`src/rtl/ccd_clock_sequencer.sv`:
```
// CCD clock-phase sequencer: runs integrate / photogate transfer / per-pixel
// shift-reset-sample frames with a programmable step length, integration time
// and pixel count. All outputs are registered from the current state, so they
// trail the state register by one clock.
module ccd_clock_sequencer #(
  parameter int unsigned DIV_W = 4,
  parameter int unsigned INT_W = 16,
  parameter int unsigned PIX_W = 10
) (
  input  logic             clk,
  input  logic             rst_n,
  input  logic             start,
  input  logic             abort,
  input  logic             cont_mode,
  input  logic [DIV_W-1:0] div_sel,
  input  logic [INT_W-1:0] int_time,
  input  logic [PIX_W-1:0] n_pix,
  output logic             phi_p,
  output logic             phi_l1,
  output logic             phi_l2,
  output logic             phi_r,
  output logic             adc_sample,
  output logic [PIX_W-1:0] pix_idx,
  output logic             busy,
  output logic             frame_done,
  output logic             cfg_err
);

  typedef enum logic [2:0] {StIdle, StIntegrate, StTransfer, StShift, StDone} state_e;

  state_e           state_q, state_d;
  logic [DIV_W-1:0] pre_q, pre_d, div_q, div_d;
  logic [INT_W-1:0] step_q, step_d, int_q, int_d;
  logic [PIX_W-1:0] pix_q, pix_d, npix_q, npix_d;

  logic             phi_p_d, phi_l1_d, phi_l2_d, phi_r_d, adc_d;
  logic             busy_d, frame_done_d, cfg_err_d;
  logic [PIX_W-1:0] pix_idx_d;

  logic step_end;
  logic do_abort;

  assign step_end = (pre_q == div_q);
  assign do_abort = abort && (state_q != StIdle);

  // Next state, config latch, step prescaler and step/pixel counters
  always_comb begin
    state_d = state_q;
    pre_d   = pre_q + DIV_W'(1);
    step_d  = step_q;
    pix_d   = pix_q;
    div_d   = div_q;
    int_d   = int_q;
    npix_d  = npix_q;
    unique case (state_q)
      StIdle: begin
        pre_d  = '0;
        step_d = '0;
        pix_d  = '0;
        if (start && (n_pix != '0) && (int_time != '0)) begin
          div_d   = div_sel;
          int_d   = int_time;
          npix_d  = n_pix;
          state_d = StIntegrate;
        end
      end
      StIntegrate: begin
        if (step_end) begin
          pre_d = '0;
          if (step_q == int_q - INT_W'(1)) begin
            step_d  = '0;
            state_d = StTransfer;
          end else begin
            step_d = step_q + INT_W'(1);
          end
        end
      end
      StTransfer: begin
        if (step_end) begin
          pre_d = '0;
          if (step_q[0]) begin
            step_d  = '0;
            pix_d   = '0;
            state_d = StShift;
          end else begin
            step_d = step_q + INT_W'(1);
          end
        end
      end
      StShift: begin
        if (step_end) begin
          pre_d = '0;
          if (step_q[1:0] == 2'd3) begin
            step_d = '0;
            if (pix_q == npix_q - PIX_W'(1)) state_d = StDone;
            else                             pix_d   = pix_q + PIX_W'(1);
          end else begin
            step_d = step_q + INT_W'(1);
          end
        end
      end
      StDone: begin
        pre_d   = '0;
        step_d  = '0;
        pix_d   = '0;
        state_d = cont_mode ? StIntegrate : StIdle;
      end
      default: state_d = StIdle;
    endcase
    if (do_abort) begin
      state_d = StIdle;
      pre_d   = '0;
      step_d  = '0;
      pix_d   = '0;
    end
  end

  // Output decode from the current state; abort clears everything at once
  always_comb begin
    phi_p_d      = 1'b0;
    phi_l1_d     = 1'b0;
    phi_l2_d     = 1'b0;
    phi_r_d      = 1'b0;
    adc_d        = 1'b0;
    busy_d       = 1'b0;
    frame_done_d = 1'b0;
    pix_idx_d    = '0;
    cfg_err_d    = (state_q == StIdle) && start && ((n_pix == '0) || (int_time == '0));
    case (state_q)
      StIntegrate: begin
        busy_d   = 1'b1;
        phi_l1_d = 1'b1;
      end
      StTransfer: begin
        busy_d   = 1'b1;
        phi_p_d  = 1'b1;
        phi_l1_d = ~step_q[0];
      end
      StShift: begin
        busy_d    = 1'b1;
        pix_idx_d = pix_q;
        unique case (step_q[1:0])
          2'd0: begin
            phi_r_d  = 1'b1;
            phi_l1_d = 1'b1;
          end
          2'd1: phi_l1_d = 1'b1;
          2'd2: phi_l2_d = 1'b1;
          2'd3: begin
            phi_l2_d = 1'b1;
            // strobe only on the first clock of the step
            adc_d    = (pre_q == '0);
          end
          default: ;
        endcase
      end
      StDone: begin
        busy_d       = 1'b1;
        frame_done_d = 1'b1;
      end
      default: ;
    endcase
    if (do_abort) begin
      phi_p_d      = 1'b0;
      phi_l1_d     = 1'b0;
      phi_l2_d     = 1'b0;
      phi_r_d      = 1'b0;
      adc_d        = 1'b0;
      busy_d       = 1'b0;
      frame_done_d = 1'b0;
      pix_idx_d    = '0;
    end
  end

  // State, counters and registered outputs
  always_ff @(posedge clk or negedge rst_n) begin
    if (!rst_n) begin
      state_q    <= StIdle;
      pre_q      <= '0;
      step_q     <= '0;
      pix_q      <= '0;
      div_q      <= '0;
      int_q      <= '0;
      npix_q     <= '0;
      phi_p      <= 1'b0;
      phi_l1     <= 1'b0;
      phi_l2     <= 1'b0;
      phi_r      <= 1'b0;
      adc_sample <= 1'b0;
      pix_idx    <= '0;
      busy       <= 1'b0;
      frame_done <= 1'b0;
      cfg_err    <= 1'b0;
    end else begin
      state_q    <= state_d;
      pre_q      <= pre_d;
      step_q     <= step_d;
      pix_q      <= pix_d;
      div_q      <= div_d;
      int_q      <= int_d;
      npix_q     <= npix_d;
      phi_p      <= phi_p_d;
      phi_l1     <= phi_l1_d;
      phi_l2     <= phi_l2_d;
      phi_r      <= phi_r_d;
      adc_sample <= adc_d;
      pix_idx    <= pix_idx_d;
      busy       <= busy_d;
      frame_done <= frame_done_d;
      cfg_err    <= cfg_err_d;
    end
  end

endmodule

```
`config.mk`:
```
export PLATFORM = sky130hd
export DESIGN_NAME = ccd_clock_sequencer
export DESIGN_NICKNAME = d
export VERILOG_FILES = /design/src/rtl/ccd_clock_sequencer.sv
export SDC_FILE = /design/constraint.sdc
export NUM_CORES = 1
export LEC_CHECK = 0
export CORE_UTILIZATION = 50
export CTS_BUF_LIST = sky130_fd_sc_hd__clkbuf_16
export CTS_CLUSTER_SIZE = 16
export DETAILED_ROUTE_END_ITERATION = 8
export GPL_TIMING_DRIVEN = 0
export PLACE_DENSITY_LB_ADDON = 0.15
export SETUP_SLACK_MARGIN = 0.2
export SLEW_MARGIN = 20
export SYNTH_ARGS = -nofsm -noshare
export SYNTH_HDL_FRONTEND = slang
export SYNTH_SLANG_ARGS = --single-unit
export TNS_END_PERCENT = 30
```
`constraint.sdc`:
```
create_clock -name clk -period 3.1 [get_ports clk]
set_clock_uncertainty 0.1 [all_clocks]
set_input_delay 0.775 -clock clk [delete_from_list [all_inputs] [get_ports clk]]
set_output_delay 0.775 -clock clk [all_outputs]
set_load 0.01 [all_outputs]
```
==> results.py <==
metrics = {
    "critical_path": {
        "setup.worst_path.end_class": "flop",
        "r2r-end": "step_q[10]$_DFFE_PN0P_",
        "cp_data_arrival_time_ps": 3090,
        "cp_max_fo": 10,
        "cp.required_ps": 3210,
        "reg2reg_from": "int_q[1]$_DFFE_PN0P_",
        "r2r_slack_ps": 140,
        "criticalPathCategory": "input port to flop",
        "startpoint_type": "input port",
        "r2r.worst_path.cells": 11,
    },
    "logic_synthesis": {
        "avgSynthCellArea_um2": 9.42,
        "synthTopCellsByArea": "dfrtp_1 42%, mux2_2 7.5%, xnor2_1 4.2%, nand2_1 3.5%, o21ai_0 2.9%",
        "yosysMostFrequentCell": "dfrtp_1",
        "synth_commonest_cells": "81 x dfrtp_1, 44 x nand2_1, 32 x mux2_2",
        "synth-edff-count": 0,
        "synth_top_area_share_pct": 42.3,
        "synth_ff_type": "dfrtp_1",
        "netlist_area_um2": 4790,
        "syn-num-nets": 554,
        "yosysUniqueCellTypes": 55,
        "ys_seq_area_share_pct": 42.3,
        "synth-seq-cells": 81,
        "yosys.area.top_type": "dfrtp_1",
        "synth_cells": 508,
        "async_reset_ff_share_pct": 100,
        "ys_warn_count": 0,
    },
    "global_routing": {
        "grt_max_degree": 61,
        "grt_pass1_wl_um": 19000,
        "first_global_vias": 3990,
        "overflow": 0,
        "grtUsageTotal_pct": 24.2,
        "antenna_found_initial": 0,
    },
    "power": {
        "irDropWorstVdd_mv": 0.437,
        "pwr-share-clk_pct": 19.8,
        "swShare_pct": 39.5,
        "p_int_mw": 2.83,
        "powerDensity_nw_per_um2": 773,
        "p_comb_share_pct": 44.0,
        "power_frac_seq_pct": 36.2,
        "p_switching_mw": 1.85,
        "p_total_mw": 4.69,
        "power.leakage_nw": 2.45,
    },
    "timing": {
        "fmax_ghz": 0.337,
        "rsz0062_at_grt": "yes",
        "fin_setup_tns_ps": 0,
        "period_share_pct": 95.8,
        "tightestPinTransition_ps": 843,
        "setup_violations": 0,
        "period_needed_ps": 2970,
        "slew_headroom_pct": 43.4,
        "slew_violations": 0,
        "hold_viol_final": 0,
    },
    "finish": {
        "syn2layout_area_growth_pct": 26.6,
        "diodes": 0,
        "n_fill_cell": 746,
        "layout.nets": 633,
        "drive_gt1_share_pct": 17.9,
        "fin_area_um2": 6060,
    },
    "clock_network": {
        "htree_num_levels": 3,
        "clkTransAtPathRegs_ps": 60,
        "insertion_delay_ps": 330,
        "cts_tree": "yes",
        "cts.path.max_buffers": 2,
        "clockRootBuffer": "clkbuf_16",
        "clock_sinks": 81,
        "cts_buffers": 9,
    },
    "routing": {
        "wl_met3_um": 501,
        "drt-met1-wl_um": 5000,
        "initialDrtViolationCount": 215,
        "ant_nets": 0,
        "wl_per_cell_um": 16.3,
        "dr.pass1.iters": 5,
        "routed.top_layer": "met4",
        "vias": 4177,
        "dr_wl_met2_um": 5910,
        "viasPerCell": 5.80,
        "wirelength_um": 11800,
        "drc": 0,
    },
    "die": {
        "die_w_um": 99.8,
        "rows": 35,
        "dieArea_um2": 9970,
        "start_util_pct": 51.8,
        "ioPinCount": 53,
        "coreArea_um2": 9240,
        "fp.dieH_um": 99.8,
    },
    "outcome": {
        "status": "finished clean",
    },
    "placed_design": {
        "place_congestion": 0.888,
        "dp_hpwl_um": 8400,
        "dpl_cell_area_um2": 5490,
        "portBuffers": 52,
    },
    "flow_run": {
        "drv_cap": 0,
    },
    "worst_hold_path": {
        "hp-class": "input port to async pin",
    },
}
## flip-flops by register name, indices dropped and copies added, names as in the netlist, 3 cells and up
name,cells
div_q,4
pix_q,10
npix_q,10
pre_q,4
step_q,16
pix_idx,10
int_q,16
state_q,3
## layer usage
layer,global-route usage (%),vias up
met5,0,-
met1,29.7,2007
met4,10.3,0
met2,43.0,129
li1,-,2015
met3,2.99,26
## per-stage QoR
| step | instances | hold WS (ps) | setup WS, ps | utilization [%] |
|---|---|---|---|---|
| after floorplan | 508 | 367 | 241 | - |
| after CTS | 708 | 247 | 129 | 63.4 |
| final | 720 | 239 | 129 | 65.6 |
| after global routing | 720 | 266 | -7.93 | 65.6 |
| after detailed placement | 690 | 421 | -440 | 59.5 |
| after global placement | 689 | 415 | -1690 | 59.2 |
## layout make-up
| class | count | area, um^2 | share of cell area, % |
|---|---|---|---|
| multi-input combinational | 388 | 2780 | 45.9 |
| timing repair buffer | 68 | 659 | 10.9 |
| sequential | 81 | 2040 | 33.6 |
| buffer | 23 | 108 | 1.78 |
| clock buffer | 9 | 225 | 3.72 |
| clock inverter | 6 | 28.8 | 0.475 |
| inverter | 16 | 60.1 | 0.991 |
| tap | 129 | 161 | 2.66 |
## power groups by stage
| stage | Sequential (mW) | Clock (mW) | Combinational [mW] |
|---|---|---|---|
| 2_1_floorplan | 1.57 | 0 | 1.33 |
| 3_3_place_gp | 1.66 | 0 | 1.65 |
| 3_5_place_dp | 1.68 | 0 | 1.72 |
| 4_1_cts | 1.67 | 0.942 | 1.83 |
| 5_1_grt | 1.74 | 0.979 | 2.28 |
| 6_report | 1.70 | 0.929 | 2.06 |
## worst max-delay path, cell delays in order
cell             delay (ps)
clkdlybuf4s50_1         420
nor4_1                  410
and4_1                  280
a31oi_1                 100
nand4b_1                230
buf_1                   470
mux2_2                  410
## how the worst max path moves through the flow
| stage | start | end | slack, ps | cells past startpoint |
|---|---|---|---|---|
| after floorplan | int_q[0]$_DFFE_PN0P_ | step_q[10]$_DFFE_PN0P_ | 240 | 11 |
| after global placement | rst_n | int_q[15]$_DFFE_PN0P_ | -1690 | 1 |
| after detailed placement | int_q[0]$_DFFE_PN0P_ | step_q[10]$_DFFE_PN0P_ | -440 | 10 |
| after CTS | int_time[9] | int_q[1]$_DFFE_PN0P_ | 130 | 7 |
| after global routing | int_q[1]$_DFFE_PN0P_ | step_q[10]$_DFFE_PN0P_ | -8 | 11 |
| final | int_time[9] | npix_q[1]$_DFFE_PN0P_ | 130 | 7 |
## repair_timing
| item | 4_1_cts | 5_1_grt |
|---|---|---|
| gates cloned | 1 | 1 |
| setup buffers | 2 | 11 |
| gates resized for setup | 20 | 35 |
| pin swaps | 2 | 18 |
| setup endpoints to repair | 55 | 43 |
| hold buffers | 0 | 0 |
## logic make-up after synthesis
family | Yosys count | share of synthesized area [%]
adder cells (fa/ha/maj) | 11 | 2.88
buffers and inverters | 39 | 3.24
multiplexers | 32 | 7.53
flip-flops | 81 | 42.3
XOR/XNOR | 38 | 6.95
AO/OA/AOI/OAI | 98 | 13.5
AND/OR/NAND/NOR | 209 | 23.6
## placed cells by master, fill, tap and decap left out, types with 15 or more instances in the layout
master / n
dfrtp_1: 74
clkdlybuf4s50_1: 51
nand2_1: 44
mux2_2: 31
nor2_1: 27
o21ai_0: 24
xnor2_1: 22
nand3_1: 21
a21oi_1: 20
nor4_1: 18
nor3_1: 17
xor2_1: 15
Power figures use the tool's default switching activity.
